==> src/rtl/inst_cache.sv <==
// Direct-mapped read-only instruction cache for the IF stage.
// Combinational hit path; a miss stalls the pipeline and refills one
// full line, one word per mem_rvalid beat, from the backing memory.
module inst_cache #(
  parameter int LINE_ADDR_LEN = 2,
  parameter int SET_ADDR_LEN  = 4,
  parameter int TAG_ADDR_LEN  = 32 - 2 - LINE_ADDR_LEN - SET_ADDR_LEN
) (
  input  logic        clk,
  input  logic        rst,
  input  logic        rd_req,
  input  logic [31:0] addr,
  input  logic        invalidate,
  output logic [31:0] rd_data,
  output logic        miss,
  output logic        mem_req,
  output logic [31:0] mem_addr,
  input  logic [31:0] mem_rdata,
  input  logic        mem_rvalid,
  output logic [31:0] hit_cnt,
  output logic [31:0] miss_cnt
);

  localparam int WORDS   = 1 << LINE_ADDR_LEN;
  localparam int SETS    = 1 << SET_ADDR_LEN;
  localparam int IDX_LSB = LINE_ADDR_LEN + 2;

  localparam logic [1:0] S_IDLE   = 2'd0;
  localparam logic [1:0] S_REFILL = 2'd1;
  localparam logic [1:0] S_DONE   = 2'd2;

  logic [31:0]             data_q [SETS][WORDS];
  logic [TAG_ADDR_LEN-1:0] tag_q  [SETS];
  logic [SETS-1:0]         valid_q, valid_d;

  logic [1:0]               state_q, state_d;
  logic [LINE_ADDR_LEN-1:0] cnt_q, cnt_d;
  logic                     mem_req_q, mem_req_d;
  logic [31:0]              mem_addr_q, mem_addr_d;
  logic [31:0]              hit_cnt_q, hit_cnt_d;
  logic [31:0]              miss_cnt_q, miss_cnt_d;
  logic                     inv_pend_q, inv_pend_d;

  // Fetch address fields
  logic [LINE_ADDR_LEN-1:0] off;
  logic [SET_ADDR_LEN-1:0]  idx;
  logic [TAG_ADDR_LEN-1:0]  tag;
  assign off = addr[2 +: LINE_ADDR_LEN];
  assign idx = addr[IDX_LSB +: SET_ADDR_LEN];
  assign tag = addr[31 -: TAG_ADDR_LEN];

  // Refill target comes from the latched line address, never from addr
  logic [SET_ADDR_LEN-1:0] ref_idx;
  logic [TAG_ADDR_LEN-1:0] ref_tag;
  assign ref_idx = mem_addr_q[IDX_LSB +: SET_ADDR_LEN];
  assign ref_tag = mem_addr_q[31 -: TAG_ADDR_LEN];

  logic addr_unused;
  assign addr_unused = ^addr[1:0];

  logic hit, last_beat;
  assign hit       = valid_q[idx] && (tag_q[idx] == tag);
  assign last_beat = (cnt_q == LINE_ADDR_LEN'(WORDS - 1));

  assign rd_data  = (state_q == S_IDLE) ? data_q[idx][off] : 32'd0;
  assign miss     = (state_q != S_IDLE) || (rd_req && !hit);
  assign mem_req  = mem_req_q;
  assign mem_addr = mem_addr_q;
  assign hit_cnt  = hit_cnt_q;
  assign miss_cnt = miss_cnt_q;

  // Control FSM next state: lookup, refill sequencing, invalidate, stats
  always_comb begin
    state_d    = state_q;
    cnt_d      = cnt_q;
    mem_req_d  = mem_req_q;
    mem_addr_d = mem_addr_q;
    hit_cnt_d  = hit_cnt_q;
    miss_cnt_d = miss_cnt_q;
    inv_pend_d = inv_pend_q;
    valid_d    = valid_q;
    case (state_q)
      S_IDLE: begin
        if (invalidate) begin
          valid_d = '0;
        end else if (rd_req && !hit) begin
          mem_addr_d = {addr[31:IDX_LSB], {IDX_LSB{1'b0}}};
          mem_req_d  = 1'b1;
          cnt_d      = '0;
          miss_cnt_d = miss_cnt_q + 32'd1;
          state_d    = S_REFILL;
        end else if (rd_req) begin
          hit_cnt_d = hit_cnt_q + 32'd1;
        end
      end
      S_REFILL: begin
        if (invalidate) inv_pend_d = 1'b1;
        if (mem_rvalid) begin
          cnt_d = cnt_q + 1'b1;
          if (last_beat) begin
            valid_d[ref_idx] = 1'b1;
            mem_req_d        = 1'b0;
            state_d          = S_DONE;
          end
        end
      end
      S_DONE: begin
        state_d = S_IDLE;
        // A fence.i seen during the refill (or now) wipes everything,
        // including the line just filled.
        if (inv_pend_q || invalidate) begin
          valid_d    = '0;
          inv_pend_d = 1'b0;
        end
      end
      default: state_d = S_IDLE;
    endcase
  end

  // Control registers; reset aborts any refill in flight
  always_ff @(posedge clk or negedge rst) begin
    if (!rst) begin
      state_q    <= S_IDLE;
      cnt_q      <= '0;
      mem_req_q  <= 1'b0;
      mem_addr_q <= '0;
      hit_cnt_q  <= '0;
      miss_cnt_q <= '0;
      inv_pend_q <= 1'b0;
      valid_q    <= '0;
    end else begin
      state_q    <= state_d;
      cnt_q      <= cnt_d;
      mem_req_q  <= mem_req_d;
      mem_addr_q <= mem_addr_d;
      hit_cnt_q  <= hit_cnt_d;
      miss_cnt_q <= miss_cnt_d;
      inv_pend_q <= inv_pend_d;
      valid_q    <= valid_d;
    end
  end

  // Data/tag arrays: written only by refill beats, qualified by valid bits
  always_ff @(posedge clk) begin
    if (state_q == S_REFILL && mem_rvalid) begin
      data_q[ref_idx][cnt_q] <= mem_rdata;
      if (last_beat) tag_q[ref_idx] <= ref_tag;
    end
  end

endmodule

==> config.mk <==
export PLATFORM = sky130hd
export DESIGN_NAME = inst_cache
export DESIGN_NICKNAME = d
export VERILOG_FILES = /design/src/rtl/inst_cache.sv
export SDC_FILE = /design/constraint.sdc
export NUM_CORES = 2
export LEC_CHECK = 0
export ABC_AREA = 1
export BUFFER_PORTS_ARGS = -buffer_cell sky130_fd_sc_hd__buf_2
export CAP_MARGIN = 20
export CORE_MARGIN = 2
export CORE_UTILIZATION = 45
export CTS_CLUSTER_DIAMETER = 200
export DETAILED_ROUTE_END_ITERATION = 8
export SKIP_CTS_REPAIR_TIMING = 1
export SYNTH_ARGS = -nofsm -noshare
export SYNTH_HDL_FRONTEND = slang
export SYNTH_SLANG_ARGS = --single-unit
==> constraint.sdc <==
create_clock -name clk -period 5.2 [get_ports clk]
set_input_delay 1.04 -clock clk [delete_from_list [all_inputs] [get_ports clk]]
set_output_delay 1.04 -clock clk [all_outputs]
set_load 0.02 [all_outputs]
==> impl_results.md <==
* Status: completed
* CORE AREA at around 220,000 µm²
* WS Path Type: primary input to output port
* RSZ-0062 raised after global routing: no
* Worst hold slack at 0.209 ns
* Grt ovf at 0
* First-pass GRT wire length at 430 mm
* Slew Viols, Final at 0
* Combinational share of power at 9.5%
* Yosys warnings at 0
* Total GRT Usage at 25.1%
* PortBufs at between 150 and 200
* Drt drc at 0
* Area Overhead vs Synth at 14.9%
* TritonCTS Buffers at between 200 and 300
* Drt total wl at 295 mm
* FF-to-FF path depth at 8
* Worst skew pair latency at 0.94 ns
* Worst setup EP type: output port
* Max-Slew Margin vs Limit at 27.2%
* Design area at about 120,000 µm²
* Flops & latches, synth at 2,546
* Crit Path Max Fanout at 49
* First-pass iteration count of the detailed router at 7
* Post-synth EDFFs at roughly 2,400
* Min Tclk post-route at 4.95 ns
* Setup Viol. Count Final at 0
* Setup ws final at around 0.25 ns
* Max-cap violations at 0
* R2R Path End: data_q[8][122]$_DFFE_PP_
* Via count at between 60,000 and 70,000
* Die Ht at about 480 µm
* Worst path cell trace: buf_8, inv_16, buf_12, buf_12, buf_12, buf_12, o21ai_0, o22ai_1, o21ai_0, o21ai_0, a21oi_1, a211oi_1, buf_4, buf_2
* FF-to-FF setup slack at 1.80 ns
* H-tree level count at 5
* # IOs at around 200
* Worst Clk Skew at 0.0570 ns
* Worst EP arrival at 3.91 ns
* Sequential group share of total power at 51.3%
* Post-DP Area at roughly 110,000 µm²
* Sequential area share after synthesis at roughly three quarters
* DRT antenna net count at 0
* Most used cell, CP: buf_12
* Die W at 480 µm
* Startpoint types: primary input
* Die area at 230,000 µm²
* Nets@finish at 8,471
* Synth cell types at between 40 and 50
* Largest net degree at the start of global routing at 113
* Antenna violations before repair at 12
* Largest stage delay, worst path at 0.48 ns
* Commonest non-fill, non-tap cell in the layout: edfxtp_1
* CTS sink count at 2,546
* Starting Density at 45.3%
* Mapped cell area at between 100,000 and 150,000 µm²
* Gpl congestion at 0.835
* Hpwl dp at ~160 mm
* Setup TNS at 0 ns
* Initial DRC Count at ~8,300
* Internal power at around 35,000 µW
* Fillers at 19,000
* Root Driver: clkbuf_16
* Async set or reset register ratio after synthesis at 4.48%
* Peak VDD IR at 0.307 mV
* CTS tree: done
* Crit-path slowest cell: a211oi_1
* Fmax at 0.202 GHz
* Floorplan row count at 174
* Tcrit/Tclk final at ~95%
* Commonest cells after routing, fill and taps aside: 2,432 x edfxtp_1, 1,375 x nor2_1, 1,277 x o21ai_0
* Clock power frac at 39.2%
* Hold Path Class: primary input to async pin
* Final hold violations at 0
* Share of cells above drive strength 1 at 11.3%
* Clk buf depth at 4
* Cell Pwr Density at just over 400 nW/µm²
* Gate Count Post-Synth at 8,129
* Reg-to-Reg Start: state_q[0]$_DFFE_PN0P_
* Sw Share at approximately 25%
* Syn Area/Cell at around 13 µm²
* Vias in the first global route at ~64,000
* Top FF cell, synth: edfxtp_1
* Pre-CTS WS at roughly 0.22 ns
* Sw power at 11,700 µW
* Leak at just under 0.04 µW
* Vias per cell at a little under 6
* Routed len/inst at approximately 25 µm
* Clk pin slew, worst setup/hold paths at roughly 0.06 ns
* Worst Tran Pin Value at 1.09 ns
* CP Data Required Time at 4.16 ns
[logic make-up after synthesis]
family,Yosys count,synth area share [%]
and+or+nand+nor,2700,10.6
DFF,2546,74.5
AOI/OAI and AO/OA,2064,11.2
buffers and inverters,752,3.08
xor gates and xnor gates,60,0.516
adders and majority gates,6,0.0737
other,1,0.00368
[metrics by stage]
stage	util (%)	cells	total power, µW
after floorplan	-	8132	26600
after global placement	48.1	11100	28900
after detailed placement	48.1	11100	29000
after CTS	51.8	11600	47300
after global routing	52.0	11600	48600
final	52.0	11600	47100
[critical path: cells and delay by family]
family                 cells  cell delay, ns
buffers and inverters      8            1.53
AOI/OAI and AO/OA          6            1.22
[worst max-delay path by stage]
stage	startpoint	endpoint	slack [ns]	cells past startpoint
2_1_floorplan	mem_rvalid	data_q[11][0]$_DFFE_PP_	0.69	5
5_1_grt	addr[4]	rd_data[26]	0.12	14
6_report	addr[4]	rd_data[26]	0.25	14
4_1_cts	addr[4]	rd_data[26]	0.21	14
3_5_place_dp	addr[4]	rd_data[26]	0.22	14
3_3_place_gp	addr[4]	rd_data[26]	0.23	14
[sequential cells by signal (all words and copies together) (netlist names)]
name / flops
data_q: 2048
tag_q: 384
hit_cnt: 32
miss_cnt: 32
mem_addr: 28
valid_q: 16
cnt_q: 2
state_q: 2
inv_pend_q: 1
mem_req: 1
[power by group through the flow]
stage	sequential, µW	clock [µW]	combinational (µW)
finish	24200	18500	4490
floorplan	24500	0	2060
detailed placement	24600	0	4420
global placement	24600	0	4360
global route	24300	19500	4820
CTS	24200	18700	4440
[cells in the mapped netlist (all sizes together) (2+ instances only)]
cell type,n,area [µm²]
nor2,1443,5430
a311oi,20,175
and3,2,12.5
o221ai,59,517
o22ai,535,3350
a21oi,73,365
nand3b,3,22.5
buf,178,981
o211ai,29,218
nor3,30,150
o21ai,1319,6600
a211oi,4,30.0
clkbuf,380,1430
edfxtp,2432,73000
nand2,828,3120
xnor2,22,193
o32ai,6,52.6
o31ai,5,37.5
inv,193,727
xor2,38,333
nand3,359,1820
a31oi,6,37.5
ha,6,75.1
nand4,16,106
or2,8,50.1
a32o,6,60.1
nor4,10,62.6
dfrtp,114,2850
[area by class of cell]
type | count | area [µm²] | area share, %
flip-flops and latches | 2546 | 75900 | 64.8
multi-input cells | 4834 | 23300 | 19.9
clock buffers | 370 | 7500 | 6.41
repair buffers | 540 | 4960 | 4.24
well taps | 2992 | 3740 | 3.20
clock inverters | 102 | 830 | 0.709
inverters | 194 | 766 | 0.654
diodes | 8 | 20.0 | 0.0171
[per-layer routing]
metal	vias up	global-route usage, %	share of wire (%)	wire length, µm
li1	30300	-	-	-
met1	34000	35.7	41	122000
met2	3115	40.3	47	139000
met3	494	3.68	8.6	25300
met4	6	7.32	2.8	8180
met5	-	0	0.016	46
(Power assumes the default switching activity.)
